**config.mk**
```make
export PLATFORM = sky130hd
export DESIGN_NAME = lsu_mem_stage
export DESIGN_NICKNAME = d
export VERILOG_FILES = /design/src/rtl/lsu_mem_stage.sv
export SDC_FILE = /design/constraint.sdc
export NUM_CORES = 1
export LEC_CHECK = 0
export BUFFER_PORTS_ARGS = -buffer_cell sky130_fd_sc_hd__buf_2
export CAP_MARGIN = 5
export CORE_AREA = 10 10 117 119
export CTS_BUF_LIST = sky130_fd_sc_hd__clkbuf_4
export DETAILED_ROUTE_END_ITERATION = 7
export DIE_AREA = 0 0 127 129
export MAX_ROUTING_LAYER = met4
export PLACE_DENSITY = 0.81
export SLEW_MARGIN = 15
export SYNTH_ARGS = -nofsm -noshare
export SYNTH_HDL_FRONTEND = slang
export SYNTH_SLANG_ARGS = --single-unit
```
**constraint.sdc**
```tcl
create_clock -name clk -period 2.88 [get_ports clk]
set_clock_uncertainty 0.1 [all_clocks]
set_input_delay 0.288 -clock clk [delete_from_list [all_inputs] [get_ports clk]]
set_output_delay 0.288 -clock clk [all_outputs]
set_load 0.03 [all_outputs]
```
**src/rtl/lsu_mem_stage.sv**
```systemverilog
// Load/store memory stage: turns an ALU effective address plus busB into one
// req/ack data-memory transaction and returns aligned, extended load data.
module lsu_mem_stage #(
    parameter int TIMEOUT = 16
) (
    input  logic        clk,
    input  logic        rst_n,
    input  logic        start,
    input  logic [2:0]  mem_op,
    input  logic [31:0] addr,
    input  logic [31:0] wdata,
    output logic        busy,
    output logic        done,
    output logic [31:0] rdata,
    output logic        misalign,
    output logic        bus_err,
    output logic        dm_req,
    output logic        dm_we,
    output logic [31:0] dm_addr,
    output logic [3:0]  dm_be,
    output logic [31:0] dm_wdata,
    input  logic        dm_ack,
    input  logic [31:0] dm_rdata
);

    localparam logic [1:0] S_IDLE   = 2'd0;
    localparam logic [1:0] S_ACCESS = 2'd1;
    localparam logic [1:0] S_RESP   = 2'd2;

    localparam logic [2:0] OP_LW  = 3'd0;
    localparam logic [2:0] OP_LH  = 3'd1;
    localparam logic [2:0] OP_LHU = 3'd2;
    localparam logic [2:0] OP_LB  = 3'd3;
    localparam logic [2:0] OP_LBU = 3'd4;
    localparam logic [2:0] OP_SW  = 3'd5;
    localparam logic [2:0] OP_SH  = 3'd6;
    localparam logic [2:0] OP_SB  = 3'd7;

    localparam int CW = (TIMEOUT > 1) ? $clog2(TIMEOUT + 1) : 1;
    localparam logic [CW-1:0] CNT_LAST = (TIMEOUT > 0) ? CW'(TIMEOUT - 1) : '0;

    logic [1:0]    state_q, state_d;
    logic [2:0]    op_q, op_d;
    logic [31:0]   addr_q, addr_d;
    logic [31:0]   wdata_q, wdata_d;
    logic [31:0]   rdata_q, rdata_d;
    logic          misalign_q, misalign_d;
    logic          bus_err_q, bus_err_d;
    logic [CW-1:0] cnt_q, cnt_d;

    logic          in_misaligned;
    logic          store_q;
    logic [7:0]    byte_sel;
    logic [15:0]   half_sel;
    logic [31:0]   load_val;
    logic [3:0]    be_val;
    logic [31:0]   wdata_val;

    assign store_q = (op_q == OP_SW) || (op_q == OP_SH) || (op_q == OP_SB);

    always_comb begin
        in_misaligned = 1'b0;
        case (mem_op)
            OP_LW, OP_SW:         in_misaligned = (addr[1:0] != 2'b00);
            OP_LH, OP_LHU, OP_SH: in_misaligned = addr[0];
            default:              in_misaligned = 1'b0;
        endcase
    end

    always_comb begin
        byte_sel = dm_rdata[7:0];
        case (addr_q[1:0])
            2'd0: byte_sel = dm_rdata[7:0];
            2'd1: byte_sel = dm_rdata[15:8];
            2'd2: byte_sel = dm_rdata[23:16];
            2'd3: byte_sel = dm_rdata[31:24];
            default: byte_sel = dm_rdata[7:0];
        endcase
        half_sel = addr_q[1] ? dm_rdata[31:16] : dm_rdata[15:0];
        load_val = dm_rdata;
        case (op_q)
            OP_LH:   load_val = {{16{half_sel[15]}}, half_sel};
            OP_LHU:  load_val = {16'h0000, half_sel};
            OP_LB:   load_val = {{24{byte_sel[7]}}, byte_sel};
            OP_LBU:  load_val = {24'h000000, byte_sel};
            default: load_val = dm_rdata;
        endcase
    end

    always_comb begin
        be_val    = 4'b1111;
        wdata_val = '0;
        case (op_q)
            OP_SW: begin
                be_val    = 4'b1111;
                wdata_val = wdata_q;
            end
            OP_SH: begin
                be_val    = addr_q[1] ? 4'b1100 : 4'b0011;
                wdata_val = {2{wdata_q[15:0]}};
            end
            OP_SB: begin
                be_val    = 4'b0001 << addr_q[1:0];
                wdata_val = {4{wdata_q[7:0]}};
            end
            default: begin
                be_val    = 4'b1111;
                wdata_val = '0;
            end
        endcase
    end

    // An ack on the same edge as the timeout expiry takes priority.
    always_comb begin
        state_d    = state_q;
        op_d       = op_q;
        addr_d     = addr_q;
        wdata_d    = wdata_q;
        rdata_d    = rdata_q;
        misalign_d = misalign_q;
        bus_err_d  = bus_err_q;
        cnt_d      = cnt_q;
        case (state_q)
            S_IDLE: begin
                if (start) begin
                    op_d       = mem_op;
                    addr_d     = addr;
                    wdata_d    = wdata;
                    misalign_d = in_misaligned;
                    bus_err_d  = 1'b0;
                    cnt_d      = '0;
                    state_d    = in_misaligned ? S_RESP : S_ACCESS;
                end
            end
            S_ACCESS: begin
                if (dm_ack) begin
                    state_d = S_RESP;
                    if (!store_q) begin
                        rdata_d = load_val;
                    end
                end else if ((TIMEOUT > 0) && (cnt_q == CNT_LAST)) begin
                    state_d   = S_RESP;
                    bus_err_d = 1'b1;
                end else begin
                    cnt_d = cnt_q + 1'b1;
                end
            end
            S_RESP: begin
                state_d = S_IDLE;
            end
            default: begin
                state_d = S_IDLE;
            end
        endcase
    end

    always_ff @(posedge clk or negedge rst_n) begin
        if (!rst_n) begin
            state_q    <= S_IDLE;
            op_q       <= '0;
            addr_q     <= '0;
            wdata_q    <= '0;
            rdata_q    <= '0;
            misalign_q <= 1'b0;
            bus_err_q  <= 1'b0;
            cnt_q      <= '0;
        end else begin
            state_q    <= state_d;
            op_q       <= op_d;
            addr_q     <= addr_d;
            wdata_q    <= wdata_d;
            rdata_q    <= rdata_d;
            misalign_q <= misalign_d;
            bus_err_q  <= bus_err_d;
            cnt_q      <= cnt_d;
        end
    end

    // Memory-side outputs are qualified by the request so they read zero when idle.
    assign dm_req   = (state_q == S_ACCESS);
    assign dm_we    = dm_req & store_q;
    assign dm_addr  = dm_req ? {addr_q[31:2], 2'b00} : '0;
    assign dm_be    = dm_req ? be_val : 4'b0000;
    assign dm_wdata = dm_req ? wdata_val : '0;

    assign busy     = (state_q == S_ACCESS) || (state_q == S_RESP);
    assign done     = (state_q == S_RESP);
    assign rdata    = rdata_q;
    assign misalign = misalign_q;
    assign bus_err  = bus_err_q;

endmodule

```
# ---- Word level (Yosys, flattened, before mapping)
# Index checks and enable logic that the tools add are counted.
dict set report op_classes {
  n_addsub 1
  eq_ne 22
  shift 1
  n_mux 23
  bitwise_logic 2
  reduce_logical 15
}
# operator count
set op_table {}
lappend op_table {{$pmux 32 s4} 1}
lappend op_table {{$pmux 32 s3} 1}
lappend op_table {{$mux 32} 2}
lappend op_table {{$pmux 8 s4} 1}
lappend op_table {{$eq 3x3->1 const B} 6}
lappend op_table {{$mux 16} 1}
lappend op_table {{$mux 5} 3}
lappend op_table {{$pmux 5 s2} 1}
lappend op_table {{$eq 3x2->1 const B} 3}
lappend op_table {{$mux 2} 4}
lappend op_table {{$mux 4} 2}
lappend op_table {{$pmux 4 s2} 1}
lappend op_table {{$reduce_and 4->1} 2}
lappend op_table {{$eq 2x2->1 const B} 3}
lappend op_table {{$eq 3x1->1 const B} 2}
lappend op_table {{$ne 2x2->1 const B} 3}
lappend op_table {{$add 5x1->5 const B} 1}
lappend op_table {{$eq 5x4->1 const B} 1}
lappend op_table {{$eq 2x1->1 const B} 2}
lappend op_table {{$logic_not 2->1} 2}
lappend op_table {{$pmux 1 s2} 2}
lappend op_table {{$pmux 2 s2} 1}
lappend op_table {{$reduce_and 2->1} 2}
lappend op_table {{$reduce_bool 2->1} 2}
lappend op_table {{11 further kinds} 15}
dict set report word_totals {
  register_bits 108
  input_bits 103
  out_inout_bits 106
  wordCells 72
}

# ---- Logic depth before layout (Yosys ltp)
dict set report logic_depth {
  word_depth 6
  ltp_mapped 8
  ltp_nobuf 7
}

# ---- Worst setup path before layout
# OpenSTA, ideal clock, no wires.
dict set report synth_path {
  path_kind {flip-flop to output port}
  from {register state_q[1]}
  to {output port dm_wdata[0]}
  arrival_time_ps 2276
  t_required_ps 2492
  setup_slack_ps 216
  stages_incl_launch_ff 7
  path_buffers 1
  cell_sequence {dfrtp_1 inv_1 ha_1 clkbuf_1 nand2_1 nor2_1 and2_1}
}
dict set report synth_via {
  elab_chain_len 2
}
# item line
set synth_lines {}
lappend synth_lines {{start: declaration} 42} ;# logic [1:0] state_q, state_d;
lappend synth_lines {{start signal: assignment} 168} ;# state_q <= state_d;
lappend synth_lines {{$eq 2x1->1} 180} ;# assign dm_req = (state_q == S_ACCESS);
lappend synth_lines {{net dm_req} 17} ;# output logic dm_req,
lappend synth_lines {{$mux 32} 184} ;# assign dm_wdata = dm_req ? wdata_val : '0;
lappend synth_lines {{end: declaration} 21} ;# output logic [31:0] dm_wdata,
# The timed path passes the listed nets, and every way through them passes these cells.

# ---- Worst setup path in the final report
dict set report layout_path {
  from {register op_q[1]}
  to {output port dm_wdata[3]}
}
dict set report layout_via {
  elab_chain_len 3
  word_cells_on_any_way 5
  classes_between {3 x eq/ne; 2 x mux}
}
# item line
set layout_lines {}
lappend layout_lines {{start: declaration} 43} ;# logic [2:0] op_q, op_d;
lappend layout_lines {{start signal: assignment} 169} ;# op_q <= op_d;
lappend layout_lines {{$eq 3x3->1} 93} ;# case (op_q)
lappend layout_lines {{$pmux 32 s3 (*)} 93}
lappend layout_lines {{$mux 32 (*)} 184}
# Mark *: on every way between the ends. The rest lies on a longest branch, timed or not.

==> flow_summary.html <==
<table>
<tr><th>Metric</th><th>Value</th></tr>
<tr><th colspan="2">Critical path</th></tr>
<tr><td>Max incr delay on CP</td><td>0.64 ns</td></tr>
<tr><td>Category of the worst setup path capture point</td><td>primary output</td></tr>
<tr><td>Data required time at the worst endpoint</td><td>2.49 ns</td></tr>
<tr><td>Arrival time of the worst setup path</td><td>2.23 ns</td></tr>
<tr><td>Largest driver fanout on the critical path</td><td>31</td></tr>
<tr><td>CP startpoint kind</td><td>flip-flop</td></tr>
<tr><td>Cell at the slowest stage of the critical path</td><td>sky130_fd_sc_hd__dfrtp_1</td></tr>
<tr><td>Cells traversed along the worst timing path</td><td>buf_12 -&gt; nor2_1 -&gt; nor2_2 -&gt; and2_1 -&gt; buf_2</td></tr>
<tr><td>Setup CP Type</td><td>flip-flop to primary output</td></tr>
<tr><th colspan="2">Floorplanning</th></tr>
<tr><td>I/O pin cnt</td><td>209</td></tr>
<tr><td>Site row count</td><td>39</td></tr>
<tr><td>Starting density of the core</td><td>0.512</td></tr>
<tr><td>Die extent in y</td><td>129 um</td></tr>
<tr><td>Floorplan die area</td><td>0.0164 mm^2</td></tr>
<tr><td>Floorplan Core Area</td><td>between 0.01 and 0.015 mm^2</td></tr>
<tr><td>Width of the die</td><td>127 um</td></tr>
<tr><th colspan="2">Yosys</th></tr>
<tr><td>Cell types occupying the most area after synthesis</td><td>sky130_fd_sc_hd__dfrtp_1 47%, sky130_fd_sc_hd__mux2_2 14%, sky130_fd_sc_hd__and2_1 5.1%</td></tr>
<tr><td>Number of synthesized flops with an enable pin</td><td>0</td></tr>
<tr><td>Cell Area, Synth</td><td>0.00579 mm^2</td></tr>
<tr><td>Cell taking the most area after synthesis</td><td>sky130_fd_sc_hd__dfrtp_1</td></tr>
<tr><td>Area share of the largest cell type after synthesis</td><td>0.467</td></tr>
<tr><td>Share of flip-flops with an asynchronous set or reset after synthesis</td><td>1.00</td></tr>
<tr><td>Distinct cell type count of the synthesized netlist</td><td>47</td></tr>
<tr><td>Gate Count Post-Synth</td><td>593</td></tr>
<tr><td>Top post-synthesis cells by count</td><td>108 x sky130_fd_sc_hd__dfrtp_1, 74 x sky130_fd_sc_hd__mux2_2, 55 x sky130_fd_sc_hd__a21oi_1</td></tr>
<tr><td>Most instantiated library cell after synthesis</td><td>sky130_fd_sc_hd__dfrtp_1</td></tr>
<tr><td>Dominant register cell in the synthesized netlist</td><td>sky130_fd_sc_hd__dfrtp_1</td></tr>
<tr><td>Avg Synthesized Cell Area</td><td>9.77 um^2</td></tr>
<tr><td>Portion of the post-synthesis area used by sequential elements</td><td>0.467</td></tr>
<tr><td>Yosys synthesis warning count</td><td>0</td></tr>
<tr><td>Flop and latch count out of synthesis</td><td>approximately 110</td></tr>
<tr><th colspan="2">Power</th></tr>
<tr><td>Sw Ratio</td><td>0.467</td></tr>
<tr><td>Part of the power in registers</td><td>0.354</td></tr>
<tr><td>Power density relative to cell area</td><td>1010 mW/mm^2</td></tr>
<tr><td>Clk network pwr share</td><td>0.096</td></tr>
<tr><td>P_sw</td><td>approximately 0.0037 W</td></tr>
<tr><td>Gate power share</td><td>0.550</td></tr>
<tr><td>Design internal power</td><td>around 0.0042 W</td></tr>
<tr><td>Static Leak</td><td>~3.8 nW</td></tr>
<tr><td>Worst vdd ir</td><td>0.667 mV</td></tr>
<tr><th colspan="2">Layout</th></tr>
<tr><td>Synthesis-to-layout area growth</td><td>36.9%</td></tr>
<tr><td>Register area</td><td>0.00270 mm^2</td></tr>
<tr><td>Filler cells</td><td>803</td></tr>
<tr><td>Number of nets in the finished design</td><td>971</td></tr>
<tr><td>Final design utilization</td><td>0.700</td></tr>
<tr><td>Footprint of the multi-input gates</td><td>around 0.0029 mm^2</td></tr>
<tr><td>Fraction of final layout cells with drive strength greater than 1</td><td>0.359</td></tr>
<tr><th colspan="2">CTS</th></tr>
<tr><td>TritonCTS clock tree</td><td>built</td></tr>
<tr><td>Clock buffers created by TritonCTS</td><td>9</td></tr>
<tr><td>Clock root buffer master</td><td>sky130_fd_sc_hd__clkbuf_4</td></tr>
<tr><td>Clk sink count</td><td>about 110</td></tr>
<tr><td>Setup Buffers After CTS</td><td>0</td></tr>
<tr><td>Clock edge transition at the registers on the reported setup and hold paths</td><td>0.16 ns</td></tr>
<tr><td>Clock insertion delay at the later pin of the skew report</td><td>around 0.47 ns</td></tr>
<tr><td>H-tree level count</td><td>3</td></tr>
<tr><td>Maximum clock insertion buffer count</td><td>2</td></tr>
<tr><th colspan="2">Timing</th></tr>
<tr><td>Setup repair after global routing missed its margin</td><td>false</td></tr>
<tr><td>Final setup fails</td><td>0</td></tr>
<tr><td>Rel. slew slack</td><td>0.395</td></tr>
<tr><td>Post-route minimum period</td><td>2.61 ns</td></tr>
<tr><td>Final setup TNS</td><td>0 ns</td></tr>
<tr><td>Number of hold violations in the final report</td><td>0</td></tr>
<tr><td>Slew at the pin closest to its max-slew limit</td><td>0.905 ns</td></tr>
<tr><td>Final critical-path share of the clock period</td><td>0.908</td></tr>
<tr><td>Max-slew violations</td><td>0</td></tr>
<tr><td>Maximum operating frequency</td><td>382 MHz</td></tr>
<tr><th colspan="2">Route</th></tr>
<tr><td>Antenna viol nets, final</td><td>0</td></tr>
<tr><td>Post-DR vias/cell</td><td>5.62</td></tr>
<tr><td>Number of search-and-repair iterations in the first detailed-routing pass</td><td>5</td></tr>
<tr><td>Remaining design rule violation count</td><td>0</td></tr>
<tr><td>Drt first-iter violations</td><td>438</td></tr>
<tr><td>Vias</td><td>about 5700</td></tr>
<tr><td>Average detailed-routed wire length per instance</td><td>a little under 20 um</td></tr>
<tr><td>Detailed Route WL</td><td>19.5 mm</td></tr>
<tr><th colspan="2">GRT</th></tr>
<tr><td>Antenna violations before repair</td><td>2</td></tr>
<tr><td>All-Layer GR Usage</td><td>0.240</td></tr>
<tr><td>Pin count of the biggest net entering global routing</td><td>72</td></tr>
<tr><td>Vias in the first global route</td><td>~6000</td></tr>
<tr><td>Wire length of the first global-routing pass</td><td>31.2 mm</td></tr>
<tr><td>Total overflow reported by the global router</td><td>0</td></tr>
<tr><th colspan="2">Run status</th></tr>
<tr><td>Outcome</td><td>finished, final reports clean</td></tr>
<tr><th colspan="2">Placed design</th></tr>
<tr><td>Port Buffer Count</td><td>206</td></tr>
<tr><td>Sum of net half-perimeters after detailed placement</td><td>13.4 mm</td></tr>
<tr><td>Global placement routability congestion</td><td>0.924</td></tr>
<tr><th colspan="2">Worst hold path</th></tr>
<tr><td>Type of the worst min-delay path</td><td>input pin to flip-flop</td></tr>
<tr><th colspan="2">Job</th></tr>
<tr><td>Number of maximum-capacitance violations</td><td>0</td></tr>
</table>
==> through the flow <==
stage / hold slack (ns) / total power, W / setup WS, ns / instance area, um^2 / cells
global route: 0.0298 / 0.00848 / 0.0765 / 7930 / 1012
finish: 0.0511 / 0.00797 / 0.265 / 7930 / 1012
floorplan: -0.108 / 0.00582 / 0.216 / 5800 / 594
detailed placement: 0.217 / 0.00707 / 0.506 / 6940 / 911
global placement: 0.204 / 0.00690 / 0.663 / 6940 / 911
CTS: 0.0243 / 0.00791 / 0.114 / 7910 / 1010
==> cell families (layout without fill, tap and decap cells) <==
| group | Yosys count | after routing | synth area share |
|---|---|---|---|
| buffers and inverters | 55 | 328 | 0.0397 |
| flip-flops | 108 | 108 | 0.467 |
| multiplexers | 88 | 88 | 0.170 |
| AND/OR/NAND/NOR | 210 | 210 | 0.181 |
| XOR/XNOR | 1 | 1 | 0.00151 |
| other | 1 | 4 | 0.000647 |
| AO/OA/AOI/OAI | 124 | 124 | 0.127 |
| adder cells (fa/ha/maj) | 6 | 6 | 0.0125 |
==> sequential cells by signal (all words and copies together), names as in the netlist <==
signal,cells
state_q,2
rdata,32
misalign,1
wdata_q,32
op_q,3
bus_err,1
cnt_q,5
addr_q,32
==> critical path: cells and delay by family, from the launching register on <==
family	cells	cell delay, ns
buffers and inverters	2	0.44
DFF	1	0.64
and+or+nand+nor	3	0.66
==> worst paths after layout <==
kind / start / end / slack (ns) / cells after the start
max: op_q[1] / dm_wdata[3] / 0.27 / 5
min: dm_rdata[13] / rdata[13] / 0.05 / 3
max reg2reg: cnt_q[0] / cnt_q[2] / 0.46 / 7
min reg2reg: wdata_q[28] / wdata_q[28] / 0.42 / 1
max in group asynchronous: rst_n / cnt_q[2] / 1.67 / 3
min in group asynchronous: rst_n / wdata_q[20] / 0.25 / 2
==> what timing repair did <==
item                                   in CTS  in global routing
setup endpoints to repair                   0                 17
hold buffers                               84                  0
endpoints found under the hold margin     125                  0
resized for setup                           0                  3
==> power by group through the flow <==
stage                     combinational (W)  clock (W)  sequential (W)
final                               0.00438   0.000762         0.00282
after CTS                           0.00434   0.000781         0.00279
after global routing                0.00473   0.000841         0.00291
after global placement              0.00413          0         0.00277
after detailed placement            0.00424          0         0.00282
after floorplan                     0.00278          0         0.00304
==> layout make-up <==
class	count	area share
clock inverter	3	0.00489
tap	143	0.0226
multi-input combinational	431	0.363
antenna	2	0.000631
clock buffer	12	0.0114
sequential	108	0.341
inverter	13	0.00616
timing repair buffer	300	0.251
==> routing by layer <==
layer  vias to the layer above  routed length [um]  GRT usage
met5                         -                   0          -
met4                         0                 850      0.140
met3                        75                1590     0.0661
met2                       308                9600      0.391
met1                      2697                7510      0.260
li1                       2606                   -          -
==> cells in the final DEF, fill, tap and decap left out, types with 2 or more instances in the layout <==
master                          instances
sky130_fd_sc_hd__o21a_1                 2
sky130_fd_sc_hd__and3_1                 7
sky130_fd_sc_hd__nand2_1               39
sky130_fd_sc_hd__nand3_1                8
sky130_fd_sc_hd__conb_1                 2
sky130_fd_sc_hd__nor2_1                50
sky130_fd_sc_hd__o32a_1                 6
sky130_fd_sc_hd__diode_2                2
sky130_fd_sc_hd__nor3b_1                2
sky130_fd_sc_hd__a211oi_1               6
sky130_fd_sc_hd__a21o_1                 6
sky130_fd_sc_hd__dfrtp_1              108
sky130_fd_sc_hd__dlygate4sd3_1         84
sky130_fd_sc_hd__ha_1                   5
sky130_fd_sc_hd__inv_1                 12
sky130_fd_sc_hd__o21ai_0               31
sky130_fd_sc_hd__mux2i_1               13
sky130_fd_sc_hd__a31oi_1                4
sky130_fd_sc_hd__and2_1                47
sky130_fd_sc_hd__buf_4                  8
sky130_fd_sc_hd__mux2_2                74
sky130_fd_sc_hd__nor3_1                19
sky130_fd_sc_hd__clkinv_1               2
sky130_fd_sc_hd__nand4_1                4
sky130_fd_sc_hd__buf_12                 3
sky130_fd_sc_hd__nor2b_1               22
sky130_fd_sc_hd__clkbuf_4              12
sky130_fd_sc_hd__nand2b_1               4
sky130_fd_sc_hd__or3_1                  2
sky130_fd_sc_hd__a21oi_1               55
sky130_fd_sc_hd__nor2_2                 3
sky130_fd_sc_hd__a22oi_1                2
sky130_fd_sc_hd__buf_2                205
Power figures use the tool's default switching activity.
